**src/rtl/tick_mem_fill_scheduler.sv**
```systemverilog
// tick_mem_fill_scheduler
//   Refills the inactive bank of the timing-core tick memory. Each level
//   change on update_mem_i asks for one full buffer of TOTAL_POINTS_P words.
//   The words are pulled from a valid/ready source. The source delivers point
//   p for every frame before moving on to point p+1. Each word is written to
//   address f*POINTS_PER_LINE_P + p.
//
// Ports
//   clk_i, nrst_i          clock, synchronous active-low reset
//   update_mem_i           bank-consumed toggle from timingCore
//   src_dt_i/src_active_i  beat payload
//   src_valid_i/src_ready_o  beat handshake
//   waddr_o/wdata_o/we_o   registered tick-memory write port
//   bank_sel_o             bank currently being filled
//   mem_updated_o          high when timingCore may switch banks
//   busy_o                 fill in progress (ARM or FILL)
//   overrun_o/ovr_clr_i    sticky dropped-request flag and its clear
module tick_mem_fill_scheduler #(
  parameter int POINTS_PER_LINE_P  = 360,
  parameter int NUMBER_OF_FRAMES_P = 5,
  parameter int ADDR_W_P           = 11,
  parameter int DT_W_P             = 16
) (
  input  logic                clk_i,
  input  logic                nrst_i,
  input  logic                update_mem_i,
  input  logic [DT_W_P-1:0]   src_dt_i,
  input  logic                src_active_i,
  input  logic                src_valid_i,
  output logic                src_ready_o,
  output logic [ADDR_W_P-1:0] waddr_o,
  output logic [DT_W_P:0]     wdata_o,
  output logic                we_o,
  output logic                bank_sel_o,
  output logic                mem_updated_o,
  output logic                busy_o,
  output logic                overrun_o,
  input  logic                ovr_clr_i
);

  localparam int TOTAL_POINTS_P = POINTS_PER_LINE_P * NUMBER_OF_FRAMES_P;
  localparam int F_W = (NUMBER_OF_FRAMES_P > 1) ? $clog2(NUMBER_OF_FRAMES_P) : 1;
  localparam logic [F_W-1:0]      F_LAST    = F_W'(NUMBER_OF_FRAMES_P - 1);
  localparam logic [ADDR_W_P-1:0] PPL_A     = ADDR_W_P'(POINTS_PER_LINE_P);
  // The final address of a buffer is reached only by its very last beat.
  localparam logic [ADDR_W_P-1:0] ADDR_LAST = ADDR_W_P'(TOTAL_POINTS_P - 1);

  typedef enum logic [1:0] {IDLE, ARM, FILL, DONE} state_t;

  state_t                state_q, state_d;
  logic                  s0_q, s1_q;
  logic                  req_w;
  logic                  pending_q;
  logic                  ovr_set;
  logic                  start;
  logic                  accept;
  logic                  last_beat;
  logic [F_W-1:0]        f_q;
  logic [ADDR_W_P-1:0]   p_q;
  logic [ADDR_W_P-1:0]   addr_q;
  logic                  vld_p1;
  logic [ADDR_W_P-1:0]   waddr_p1;
  logic [DT_W_P:0]       wdata_p1;
  logic                  bank_q;
  logic                  overrun_q;

  // Two-flop toggle synchroniser. The flops reset to 1, so an idle-high
  // update_mem_i raises no request when reset is released.
  always_ff @(posedge clk_i) begin
    if (!nrst_i) begin
      s0_q <= 1'b1;
      s1_q <= 1'b1;
    end else begin
      s0_q <= update_mem_i;
      s1_q <= s0_q;
    end
  end

  assign req_w     = s0_q ^ s1_q;
  assign start     = (state_q == IDLE) && (req_w || pending_q);
  assign accept    = (state_q == FILL) && src_valid_i;
  assign last_beat = (addr_q == ADDR_LAST);
  assign ovr_set   = (state_q != IDLE) && req_w && pending_q;

  always_ff @(posedge clk_i) begin
    if (!nrst_i) state_q <= IDLE;
    else         state_q <= state_d;
  end

  always_comb begin
    state_d       = state_q;
    src_ready_o   = 1'b0;
    busy_o        = 1'b0;
    mem_updated_o = 1'b1;
    case (state_q)
      IDLE: if (start) state_d = ARM;
      ARM: begin
        busy_o        = 1'b1;
        mem_updated_o = 1'b0;
        state_d       = FILL;
      end
      FILL: begin
        busy_o        = 1'b1;
        mem_updated_o = 1'b0;
        src_ready_o   = 1'b1;
        if (accept && last_beat) state_d = DONE;
      end
      DONE: state_d = IDLE;
      default: state_d = IDLE;
    endcase
  end

  // A start in IDLE consumes one request. If a new request arrives in the
  // same cycle as a start from pending, that new request stays queued.
  always_ff @(posedge clk_i) begin
    if (!nrst_i) begin
      pending_q <= 1'b0;
      overrun_q <= 1'b0;
      bank_q    <= 1'b1;
    end else begin
      if (state_q == IDLE) begin
        if (start) pending_q <= pending_q & req_w;
      end else if (req_w && !pending_q) begin
        pending_q <= 1'b1;
      end
      if (start) bank_q <= ~bank_q;
      overrun_q <= ovr_set | (overrun_q & ~ovr_clr_i);
    end
  end

  // Incremental frame-interleaved addressing. Stepping to the next frame
  // adds one line. Wrapping back to frame 0 moves to the next point.
  always_ff @(posedge clk_i) begin
    if (!nrst_i) begin
      f_q    <= '0;
      p_q    <= '0;
      addr_q <= '0;
    end else if (state_q == ARM) begin
      f_q    <= '0;
      p_q    <= '0;
      addr_q <= '0;
    end else if (accept) begin
      if (f_q != F_LAST) begin
        f_q    <= f_q + F_W'(1);
        addr_q <= addr_q + PPL_A;
      end else begin
        f_q    <= '0;
        p_q    <= p_q + ADDR_W_P'(1);
        addr_q <= p_q + ADDR_W_P'(1);
      end
    end
  end

  // ---- stage p1: registered write port ----
  always_ff @(posedge clk_i) begin
    if (!nrst_i) begin
      vld_p1   <= 1'b0;
      waddr_p1 <= '0;
      wdata_p1 <= '0;
    end else begin
      vld_p1 <= accept;
      if (accept) begin
        waddr_p1 <= addr_q;
        wdata_p1 <= {src_active_i, src_dt_i};
      end
    end
  end

  assign we_o       = vld_p1;
  assign waddr_o    = waddr_p1;
  assign wdata_o    = wdata_p1;
  assign bank_sel_o = bank_q;
  assign overrun_o  = overrun_q;

endmodule

```
**config.mk**
```make
export PLATFORM = sky130hd
export DESIGN_NAME = tick_mem_fill_scheduler
export DESIGN_NICKNAME = d
export VERILOG_FILES = /design/src/rtl/tick_mem_fill_scheduler.sv
export SDC_FILE = /design/constraint.sdc
export NUM_CORES = 1
export LEC_CHECK = 0
export BUFFER_PORTS_ARGS = -buffer_cell sky130_fd_sc_hd__buf_2
export CAP_MARGIN = 20
export CELL_PAD_IN_SITES_DETAIL_PLACEMENT = 1
export CELL_PAD_IN_SITES_GLOBAL_PLACEMENT = 1
export CORE_MARGIN = 10
export CORE_UTILIZATION = 42
export CTS_CLUSTER_DIAMETER = 200
export CTS_CLUSTER_SIZE = 24
export DETAILED_ROUTE_END_ITERATION = 10
export PLACE_DENSITY = 0.87
export SLEW_MARGIN = 20
export SYNTH_ARGS = -nofsm -noshare
export SYNTH_HDL_FRONTEND = slang
export SYNTH_SLANG_ARGS = --single-unit
```
**constraint.sdc**
```tcl
create_clock -name clk_i -period 4.5 [get_ports clk_i]
set_clock_uncertainty 0.05 [all_clocks]
set_input_delay 0.675 -clock clk_i [delete_from_list [all_inputs] [get_ports clk_i]]
set_output_delay 0.675 -clock clk_i [all_outputs]
set_load 0.02 [all_outputs]
```
-- Yosys cells after proc, flatten, opt, wreduce, memory -nomap -nowiden
Cells that the tools add are included.
Widths: inputs -> output; s select.
- bits in registers: 61
- input port bits: 22
- word-level logic and storage cells: 57
- reductions and logical operators: 16
- add/subtract/negate cells: 3
- bitwise operators: 8
- mux-type cells: 11
- eq/ne operators: 7
- operators by type and width (kind ; count):
    $add 11x1->11 const B ; 1
    $add 11x9->11 const B ; 1
    $eq 11x11->1 const B ; 1
    $mux 11 ; 1
    $pmux 2 s4 ; 1
    $logic_and 1x1->1 ; 6
    $mux 1 ; 6
    $reduce_and 2->1 ; 3
    $eq 2x2->1 const B ; 2
    $mux 2 ; 2
    $not 1->1 ; 4
    $reduce_bool 2->1 ; 2
    $reduce_or 2->1 ; 2
    $add 3x1->3 const B ; 1
    $mux 3 ; 1
    $ne 3x3->1 const B ; 1
    $and 1x1->1 ; 2
    $eq 2x1->1 const B ; 1
    $logic_not 2->1 ; 1
    $ne 2x1->1 const B ; 1
    $ne 2x2->1 const B ; 1
    $logic_not 1->1 ; 1
    $logic_or 1x1->1 ; 1
    $or 1x1->1 ; 1
    $xor 1x1->1 ; 1

-- Longest topological paths before layout
- depth in word-level cells: 5
- depth in mapped cells: 7
- depth with buffers taken out: 6

-- Least setup slack after synthesis
Ideal clock, no wire load.
- path kind: register to register
- start: register state_q[0]
- end: register state_q[1]
- clock period less this slack: 1.894 ns
- stages on the path, launching flop included: 7
- path buffers: 0
- arrival time: 1.774 ns
- slack: 2.606 ns
- data required time: 4.380 ns
- setup time: 0.070 ns
- cells stage by stage: dfxtp_1 > inv_1 > ha_1 > nand3_1 > o41a_1 > or3_1 > a21oi_1
- cells in the longest elaborated chain, start to end: 5
- ends and longest elaborated chain (what ; RTL line ; text):
    start: declaration ; 50 ; state_t state_q, state_d;
    start signal: assignment ; 87 ; else state_q <= state_d;
    $eq 2x2->1 ; 81, 95 ;
    $logic_and 1x1->1 ; 81 ; assign accept = (state_q == FILL) && src_valid_i;
    $logic_and 1x1->1 ; 106 ; if (accept && last_beat) state_d = DONE;
    $ne 2x1->1 (no source line) ; -- ;
    $reduce_and 2->1 (no source line) ; -- ;
Several ways; a longest one is shown, not always the timed one.
A chain may end at the register's enable or synchronous reset.

-- Worst setup path in the final report
- start: register state_q[0]
- end: register p_q[10]
- cells in the longest elaborated chain, start to end: 3
- ends and longest elaborated chain (what ; RTL line ; text):
    $eq 2x2->1 ; 81 ;
    $logic_and 1x1->1 ; 81 ;
    $reduce_and 2->1 (no source line) ; -- ;
    end signal: assignment ; 148 ; p_q <= p_q + ADDR_W_P'(1);
    end: declaration ; 59 ; logic [ADDR_W_P-1:0] p_q;
Several ways; a longest one is shown, not always the timed one.

==> flow_metrics.env <==
export IMPL_cts_tree="done"
export IMPL_yosys_area_share_simple_pct=23.3
export IMPL_switching_share_pct=31.5
export IMPL_first_global_vias=2449
export IMPL_regArea_sq_um=1220
export IMPL_hp_class="reg -> reg"
export IMPL_vias_per_cell=5.37
export IMPL_clock_fmax_mhz=474
export IMPL_dp_cells=438
export IMPL_synthTopCellsByArea="dfxtp_1 (46%), nand2_1 (9.7%), a21oi_1 (8.1%)"
export IMPL_p_leak_nw=1.22
export IMPL_drt_wl_total_mm=7.50
export IMPL_synth_seq_cells=61
export IMPL_chipHeight_um=99.5
export IMPL_period_needed_ps=2110
export IMPL_wire_per_inst_um=16.5
export IMPL_synth_edf_count=0
export IMPL_synth_cell_type_count=38
export IMPL_synth_top_family_by_area="simple AND/OR/NAND/NOR gates"
export IMPL_slowest_delay_ps=590
export IMPL_internal_power_mw=1.06
export IMPL_synth_avg_cell_area_sq_um=8.10
export IMPL_yosys_most_used_dff="dfxtp_1"
export IMPL_io_buffer_count=55
export IMPL_synth_nets=357
export IMPL_synth_warnings=0
export IMPL_drv_cap=0
export IMPL_root_buffer="clkbuf_8"
export IMPL_maxSlewHeadroom_pct=31.6
export IMPL_synth_cells=328
export IMPL_grt_max_degree=39
export IMPL_row_count=28
export IMPL_combPwrFrac_pct=21.3
export IMPL_finalSetupViolations=0
export IMPL_crit_path_max_fanout=15
export IMPL_crit_arrival_ps=2310
export IMPL_r2r_end="p_q[10]"
export IMPL_drt_iter0_drc=91
export IMPL_r2r_start="state_q[0]"
export IMPL_coreArea_sq_um=6030
export IMPL_critical_path_class="reg -> reg"
export IMPL_hold_viol=0
export IMPL_startpoint_type="register"
export IMPL_power_switching_mw=0.487
export IMPL_multi_input_area_sq_um=1320
export IMPL_drtPass1Iterations=4
export IMPL_utilization_pct=53.2
export IMPL_grtUsageTotal_pct=15.1
export IMPL_synth_area_sq_um=2660
export IMPL_required_ps=4700
export IMPL_setup_tns_ps=0
export IMPL_insertion_delay_ps=360
export IMPL_power_share_clock_pct=39.4
export IMPL_pin_count=56
export IMPL_tightest_slew_ps=1020
export IMPL_die_area_sq_um=9910
export IMPL_worstHoldPathCells=2
export IMPL_ant_nets=0
export IMPL_cp_endpoint="p_q[10]"
export IMPL_numCtsBuffers=9
export IMPL_synth_compound_area_share_pct=17.3
export IMPL_status="finished clean"
export IMPL_fin_nets=403
export IMPL_yosysTopAreaCell="dfxtp_1"
export IMPL_netlist_area_leader_share_pct=46.0
export IMPL_antenna_found_initial=0
export IMPL_ir_drop_v=0.000267
export IMPL_reg2reg_slack_ps=2390
export IMPL_num_vias=2439
export IMPL_p_per_area_nw_per_um2=482
export IMPL_rsz0062_at_grt="false"
export IMPL_crit_slowest_cell="and4_1"
export IMPL_grt_overflow=0
export IMPL_drc_errors=0
export IMPL_synth_xor_area_share_pct=5.93
export IMPL_gp_routability_congestion=0.764
export IMPL_post_cts_buffers=0
export IMPL_layout_cells_non_filler=454
export IMPL_fin_crit_sh_pct=46.9
export IMPL_die_w_um=99.5
export IMPL_synthArstFlopShare_pct=0
export IMPL_seqPwrFrac_pct=39.3
export IMPL_initial_utilization_pct=44.1
export IMPL_worst_hold_slack_ps=405
export IMPL_synth_adder_area_share_pct=3.30
export IMPL_drive_above_1_share_pct=20.6
export IMPL_drv_slew=0
export IMPL_grt_pass1_wl_mm=12.2
export IMPL_clk_path_buf_depth=2
export IMPL_synthMuxAreaShare_pct=0
export IMPL_fillerInstances=755
export IMPL_r2r_cells=6
export IMPL_cp_cell_sequence="inv_1 > ha_1 > and4_1 > nand3_1 > o31a_1 > o21a_1"
export IMPL_diodes=0
export IMPL_hpwl_mm=5.23
export IMPL_worstSetupEndpointType="register"
export IMPL_h_tree_depth=3
export IMPL_hold_buffers=0
export IMPL_clk_pin_slew_ps=80
export IMPL_cp_startpoint="state_q[0]"
export IMPL_clock_sinks=61
export IMPL_areaGrowthSynthToFinish_pct=20.7
export IMPL_yosysSeqAreaShare_pct=46.0
export IMPL_cts_resized_gates=0
logic make-up (layout without fill, tap and decap cells):
kind of cell / count (synthesis) / in the layout
AND/OR/NAND/NOR: 137 / 137
AO/OA/AOI/OAI: 75 / 75
flip-flops: 61 / 61
buffers and inverters: 30 / 81
XOR/XNOR: 18 / 18
adder cells (fa/ha/maj): 7 / 7
cells in the final DEF, fill, tap and decap left out, types with 4 or more instances in the layout:
cell | Yosys | routed
nand2_1 | 69 | 69
dfxtp_1 | 61 | 61
buf_2 | 0 | 55
a21oi_1 | 43 | 43
nor2_1 | 22 | 22
xnor2_1 | 14 | 14
nand3_1 | 9 | 9
nor3_1 | 9 | 9
clkbuf_8 | 0 | 9
inv_1 | 8 | 8
o21ai_0 | 7 | 7
ha_1 | 7 | 7
nor4_1 | 6 | 6
nand4_1 | 5 | 5
nand2b_1 | 5 | 5
a211oi_1 | 4 | 4
xor2_1 | 4 | 4
final cells by class:
class / count / area share, %
clock buffer: 9 / 3.86
multi-input combinational: 237 / 41.3
sequential: 61 / 38.1
timing repair buffer: 57 / 9.05
clock inverter: 7 / 3.86
tap: 75 / 2.93
inverter: 8 / 0.936
power groups by stage:
stage	logic (mW)	registers (mW)	clock network [mW]
floorplan	0.201	0.639	0
global placement	0.322	0.616	0
detailed placement	0.327	0.619	0
CTS	0.334	0.607	0.616
global route	0.367	0.613	0.646
finish	0.329	0.607	0.609
registers in the layout (all words and copies together) (netlist names):
| signal | cells |
|---|---|
| wdata_o | 17 |
| addr_q | 11 |
| p_q | 11 |
| waddr_o | 11 |
| f_q | 3 |
| state_q | 2 |
| bank_sel_o | 1 |
| overrun_o | 1 |
| pending_q | 1 |
| s0_q | 1 |
| s1_q | 1 |
| we_o | 1 |
critical path, delay by kind of cell (launching register included):
| kind | cells | cell delay (ps) |
|---|---|---|
| compound gates | 2 | 440 |
| fa+ha+maj | 1 | 330 |
| buf+inv | 1 | 100 |
| flops | 1 | 310 |
| simple gates | 2 | 770 |
metrics by stage:
step / setup slack, ps / power (mW) / area [sq um]
detailed placement: 2290 / 0.946 / 2960
finish: 2390 / 1.55 / 3210
floorplan: 2610 / 0.839 / 2660
global placement: 2360 / 0.938 / 2960
CTS: 2360 / 1.56 / 3210
global route: 2220 / 1.63 / 3210
how the worst min path moves through the flow:
stage,start,end,slack (ps)
after detailed placement,wdata_o[7],wdata_o[7],390
after global placement,wdata_o[4],wdata_o[4],390
final,wdata_o[6],wdata_o[6],410
after floorplan,addr_q[1],waddr_o[1],390
after global routing,wdata_o[7],wdata_o[7],440
after CTS,wdata_o[7],wdata_o[7],410
routing by layer:
| metal | up-vias | GRT usage (%) | share of wire (%) | routed length (um) |
|---|---|---|---|---|
| met3 | 10 | 4.91 | 5.8 | 436 |
| li1 | 1211 | - | - | - |
| met1 | 1162 | 17.6 | 45 | 3360 |
| met4 | 0 | 6.73 | 1.7 | 127 |
| met5 | - | 0 | 0 | 0 |
| met2 | 56 | 24.8 | 48 | 3580 |
cells in the mapped netlist (all sizes together), types with 2 or more instances:
master and n:
nand2 69, dfxtp 61, a21oi 43, nor2 22, clkbuf 21, xnor2 14, nand3 9, nor3 9
inv 8, ha 7, o21ai 7, nor4 6, nand2b 5, nand4 5, a211oi 4, xor2 4
o21a 3, or3 3, a2111oi 2, a21boi 2, a31o 2, and2 2, nor3b 2, o211a 2
o211ai 2, o31a 2, or4 2
Power figures use the tool's default switching activity.
